[src/rtl/mem_arbiter_pkg.sv]
// Shared types and defaults for the instruction/data memory arbiter.
package mem_arbiter_pkg;

    localparam int unsigned WORD_W      = 32;
    localparam int unsigned MEM_LATENCY = 2;

    typedef enum logic [1:0] {IDLE, BUSY, RESP} arb_state_t;
    typedef enum logic       {OWN_IF, OWN_DATA} arb_owner_t;

endpackage

[src/rtl/rr_arb2.sv]
// Two-way round-robin grant: on conflict, the port that was not granted last wins.
module rr_arb2
    import mem_arbiter_pkg::*;
(
    input  logic       req_if_i,
    input  logic       req_d_i,
    input  arb_owner_t last_grant_i,
    output logic       gnt_if_o,
    output logic       gnt_d_o
);

    always_comb begin
        gnt_if_o = req_if_i & (~req_d_i  | (last_grant_i == OWN_DATA));
        gnt_d_o  = req_d_i  & (~req_if_i | (last_grant_i == OWN_IF));
    end

endmodule

[src/rtl/mem_arbiter.sv]
// Shares one fixed-latency single-port memory between the fetch and load/store ports.
// One transaction at a time: IDLE accepts, BUSY holds the access for LATENCY cycles, RESP pulses.
module mem_arbiter
    import mem_arbiter_pkg::*;
#(
    parameter int unsigned LATENCY = MEM_LATENCY,
    parameter int unsigned CNT_W   = 4
) (
    input  logic              clk,
    input  logic              rst,
    input  logic              if_req_valid,
    output logic              if_req_ready,
    input  logic [WORD_W-1:0] if_addr,
    output logic              if_resp_valid,
    output logic [WORD_W-1:0] if_rdata,
    input  logic              d_req_valid,
    output logic              d_req_ready,
    input  logic              d_we,
    input  logic [WORD_W-1:0] d_addr,
    input  logic [WORD_W-1:0] d_wdata,
    output logic              d_resp_valid,
    output logic [WORD_W-1:0] d_rdata,
    output logic              mem_en,
    output logic              mem_we,
    output logic [WORD_W-1:0] mem_addr,
    output logic [WORD_W-1:0] mem_wdata,
    input  logic [WORD_W-1:0] mem_rdata
);

    localparam logic [CNT_W-1:0] LAT_M1 = CNT_W'(LATENCY - 1);

    arb_state_t        state_q, state_d;
    arb_owner_t        owner_q, owner_d;
    arb_owner_t        last_q, last_d;
    logic [CNT_W-1:0]  cnt_q, cnt_d;
    logic [WORD_W-1:0] addr_q, addr_d;
    logic [WORD_W-1:0] wdata_q, wdata_d;
    logic              we_q, we_d;
    logic [WORD_W-1:0] if_rdata_q, if_rdata_d;
    logic [WORD_W-1:0] d_rdata_q, d_rdata_d;
    logic              gnt_if, gnt_d;
    logic              accept;

    rr_arb2 u_rr (
        .req_if_i    (if_req_valid),
        .req_d_i     (d_req_valid),
        .last_grant_i(last_q),
        .gnt_if_o    (gnt_if),
        .gnt_d_o     (gnt_d)
    );

    // Readies are gated by rst so nothing is accepted in the reset cycle.
    assign accept       = (state_q == IDLE) & ~rst;
    assign if_req_ready = accept & gnt_if;
    assign d_req_ready  = accept & gnt_d;

    always_ff @(posedge clk) begin
        if (rst) begin
            state_q    <= IDLE;
            owner_q    <= OWN_IF;
            last_q     <= OWN_DATA;
            cnt_q      <= '0;
            addr_q     <= '0;
            wdata_q    <= '0;
            we_q       <= 1'b0;
            if_rdata_q <= '0;
            d_rdata_q  <= '0;
        end else begin
            state_q    <= state_d;
            owner_q    <= owner_d;
            last_q     <= last_d;
            cnt_q      <= cnt_d;
            addr_q     <= addr_d;
            wdata_q    <= wdata_d;
            we_q       <= we_d;
            if_rdata_q <= if_rdata_d;
            d_rdata_q  <= d_rdata_d;
        end
    end

    always_comb begin
        state_d    = state_q;
        owner_d    = owner_q;
        last_d     = last_q;
        cnt_d      = cnt_q;
        addr_d     = addr_q;
        wdata_d    = wdata_q;
        we_d       = we_q;
        if_rdata_d = if_rdata_q;
        d_rdata_d  = d_rdata_q;
        case (state_q)
            IDLE: begin
                if (if_req_ready) begin
                    owner_d = OWN_IF;
                    last_d  = OWN_IF;
                    addr_d  = if_addr;
                    wdata_d = '0;
                    we_d    = 1'b0;
                    cnt_d   = LAT_M1;
                    state_d = BUSY;
                end else if (d_req_ready) begin
                    owner_d = OWN_DATA;
                    last_d  = OWN_DATA;
                    addr_d  = d_addr;
                    wdata_d = d_wdata;
                    we_d    = d_we;
                    cnt_d   = LAT_M1;
                    state_d = BUSY;
                end
            end
            BUSY: begin
                if (cnt_q == '0) begin
                    state_d = RESP;
                    if (!we_q) begin
                        if (owner_q == OWN_IF) if_rdata_d = mem_rdata;
                        else                   d_rdata_d  = mem_rdata;
                    end
                end else begin
                    cnt_d = cnt_q - CNT_W'(1);
                end
            end
            RESP:    state_d = IDLE;
            default: state_d = IDLE;
        endcase
    end

    always_comb begin
        mem_en        = (state_q == BUSY);
        mem_we        = mem_en & we_q;
        mem_addr      = mem_en ? addr_q  : '0;
        mem_wdata     = mem_en ? wdata_q : '0;
        if_resp_valid = (state_q == RESP) & (owner_q == OWN_IF);
        d_resp_valid  = (state_q == RESP) & (owner_q == OWN_DATA);
        if_rdata      = if_rdata_q;
        d_rdata       = d_rdata_q;
    end

endmodule

[config.mk]
export PLATFORM = sky130hd
export DESIGN_NAME = mem_arbiter
export DESIGN_NICKNAME = d
export VERILOG_FILES = /design/src/rtl/mem_arbiter_pkg.sv /design/src/rtl/rr_arb2.sv /design/src/rtl/mem_arbiter.sv
export SDC_FILE = /design/constraint.sdc
export NUM_CORES = 1
export LEC_CHECK = 0
export CAP_MARGIN = 0
export CORE_MARGIN = 1.5
export CORE_UTILIZATION = 40
export DETAILED_ROUTE_END_ITERATION = 7
export PLACE_DENSITY = 0.74
export SYNTH_ARGS = -nofsm -noshare
export SYNTH_HDL_FRONTEND = slang
export SYNTH_SLANG_ARGS = --single-unit
[constraint.sdc]
create_clock -name clk -period 3.6 [get_ports clk]
set_input_delay 1.08 -clock clk [delete_from_list [all_inputs] [get_ports clk]]
set_output_delay 1.08 -clock clk [all_outputs]
set_load 0.05 [all_outputs]
==> summary.md <==
| Metric | Value |
|---|---|
| Status | finished, final reports clean |
| Final wirelength | 20,100 µm |
| CTS tree | done |
| Warnings, synthesis | 0 |
| Final cell count without fillers | 1,164 |
| Reg2reg path depth | 6 |
| Clock slew at reported path FFs | around 0.06 ns |
| Hold_ws | 0.468 ns |
| Antenna violations before repair | 1 |
| DP Area | 9110 µm² |
| Antenna-violating nets left | 0 |
| CP Class | input port to primary output |
| Reg power frac | 39.0% |
| Largest net degree at the start of global routing | 130 |
| CTS Buf Count | 17 |
| Final Max Tran Viols | 0 |
| Switching Share | 27.5% |
| Register bit count reported by yosys | 137 |
| RR Startpoint | state_q[1]$_SDFFE_PP0P_ |
| Skew-Pair Late Insertion Delay | 0.41 ns |
| Synth Area per Inst | approximately 9 µm² |
| Final Cell Area | around 10000 µm² |
| Die height | 130 µm |
| GRT Overall Usage | about a quarter |
| Cell Int Power | slightly above 0.003 W |
| Initial DRT Pass Iterations | 4 |
| Synthesized instance count | 712 |
| Via count | 6,085 |
| Number of max-cap violations | 0 |
| Core footprint | 15,900 µm² |
| Leak | roughly 3.7 nW |
| Unrepaired setup endpoints after global routing | false |
| Placed Cells | 1,132 |
| Skew final | 0.00751 ns |
| Worst-Margin Slew | 1.05 ns |
| Req. time, crit path | around 2.5 ns |
| Fin Setup TNS | 0 ns |
| Hold path start | if_rdata[16]$_SDFFE_PP0P_ |
| CP arrival | 2.30 ns |
| Clock share of power | 42.0% |
| Hold path depth | 2 |
| Crit path time final | 3.38 ns |
| Synth unique cells | 43 |
| NetSw | 0.00115 W |
| Final setup violation count | 0 |
| Initial DRC count | 352 |
| Area of the die | 17,000 µm² |
| Hold WC Path Type | flip-flop to flip-flop |
| Final net count | 1,070 |
| Root Buffer | clkbuf_16 |
| IO Count | 267 |
| EDFF count, synth | 0 |
| Place WS | 0.196 ns |
| Power density over cell area | 432 nW/µm² |
| Final period utilization | a little over nine tenths |
| Layout cells sized above 1 | 12.9% |
| Synthesis-to-finish area growth | 49.6% |
| Final worst setup slack | ~0.22 ns |
| Row count | 46 |
| First-pass GRT wire length | 30,800 µm |
| Commonest non-fill, non-tap cell in the layout | clkdlybuf4s50_1 |
| RR Endpoint | d_rdata[26]$_SDFFE_PP0P_ |
| Critical Path Sink Type | primary output |
| Fillcell total | 1,444 |
| Longest Clk Path Bufs | 2 |
| Syn Std Cell Area | 6490 µm² |
| PostCTS Resize Cnt | 0 |
| Worst R2R Setup Slack | 1.42 ns |
| Worst hold endpoint | if_rdata[16]$_SDFFE_PP0P_ |
| Max VDD drop | 0.338 mV |
| Clock net sink count | 137 |
| Post-route DRC | 0 |
| IO Port Bufs | 266 |
| Most frequent cells in the layout | clkdlybuf4s50_1 (208), dfxtp_1 (137), nand2b_1 (97) |
| Sequential fraction of the synthesis area | 42.3% |
| Post-CTS Setup Bufs | 0 |
| Ys async rst share | 0% |
| Max_slew headroom | 30.1% |
| Antenna diode count | 0 |
| Vias per Instance | between 5 and 6 |
| Placer Congestion | roughly 0.77 |
| Overflow after GRT | 0 |
| Number of global-route vias before repair | a little under 6,000 |
| Area of the multi-input gates | around 3400 µm² |
| Hold Violations, Final | 0 |
| Critical Path Start Type | input port |
| Hold Buf Count CTS | 0 |
| Register Area | around 2700 µm² |
| Die X | 130 µm |
| Commonest register cell after synthesis | dfxtp_1 |
| Wire per inst | about 17 µm |
| Initial core utilization | 40.9% |
| H-tree Lvls | 4 |
| Max Fclk | 296 MHz |
| Max FO, Critical Path | 5 |
| Hpwl dp | 13,400 µm |
| Syn Nets | 847 |
| Logic pwr share | 19.0% |
[per-layer routing]
metal	share of wire (%)	GRT usage, %	routed length [µm]	up-vias
met4	1.5	7.63	296	2
met5	0.089	0	18	-
li1	-	-	-	3002
met1	42	27.7	8390	2824
met2	47	38.5	9510	235
met3	9.5	9.41	1910	22
[registers in the layout, indices dropped and copies added (netlist names)]
name      cells
last_q        1
wdata_q      32
cnt_q         4
if_rdata     32
we_q          1
d_rdata      32
state_q       2
owner_q       1
addr_q       32
[cells by family after synthesis]
| kind of cell | count (synthesis) | share of synthesized area [%] |
|---|---|---|
| simple gates | 250 | 24.0 |
| compound gates | 175 | 17.3 |
| flops | 137 | 42.3 |
| buf+inv | 84 | 6.21 |
| mux | 64 | 9.87 |
| fa+ha+maj | 2 | 0.385 |
[synth_stat cells (all sizes together) (2+ instances only)]
library cell	n	area [µm²]
a21oi	68	340
a311oi	32	280
a31oi	2	12.5
and2	66	413
buf	28	191
clkbuf	51	193
dfxtp	137	2740
ha	2	25.0
inv	4	15.0
mux2i	64	641
nand2b	98	613
nand3	34	170
nand4	32	200
nor2	3	21.3
nor3	4	25.0
nor3b	2	15.0
nor4	2	27.5
o21ai	34	170
o31ai	32	255
or4	2	15.0
[worst max-delay path, cell delays in order]
cell and delay [ns]:
clkdlybuf4s50_1 0.61, clkinv_1 0.18, nor3_4 0.26, buf_12 0.17
[power by group through the flow]
| stage | sequential, W | combinational (W) | clock, W |
|---|---|---|---|
| 6_report | 0.00164 | 0.000797 | 0.00176 |
| 5_1_grt | 0.00165 | 0.000856 | 0.00187 |
| 4_1_cts | 0.00164 | 0.000801 | 0.00180 |
| 3_5_place_dp | 0.00167 | 0.000798 | 0 |
| 3_3_place_gp | 0.00167 | 0.000795 | 0 |
| 2_1_floorplan | 0.00174 | 0.000412 | 0 |
[layout make-up]
class / count / share of cell area, %
Clock buffer: 20 / 4.60
Clock inverter: 12 / 1.55
Inverter: 5 / 0.232
Multi-Input combinational cell: 491 / 34.7
Sequential cell: 137 / 28.2
Tap cell: 216 / 2.78
Timing Repair Buffer: 283 / 27.9
[how the worst max path moves through the flow]
stage                            startpoint            end  slack [ns]  depth (start not counted)
CTS                 state_q[1]$_SDFFE_PP0P_   mem_wdata[7]       0.007                          4
detailed placement             if_req_valid   if_req_ready        0.20                          4
global route        state_q[1]$_SDFFE_PP0P_  mem_wdata[14]        0.13                          4
finish                         if_req_valid   if_req_ready        0.22                          4
floorplan                               rst   if_req_ready        0.14                          6
global placement               if_req_valid   if_req_ready        0.23                          4
[per-stage QoR]
step	utilization, %	total power (W)
3_5_place_dp	57.3	0.00247
2_1_floorplan	-	0.00215
4_1_cts	61.1	0.00423
3_3_place_gp	57.3	0.00246
6_report	61.1	0.00419
5_1_grt	61.1	0.00437
(Power assumes the default switching activity.)
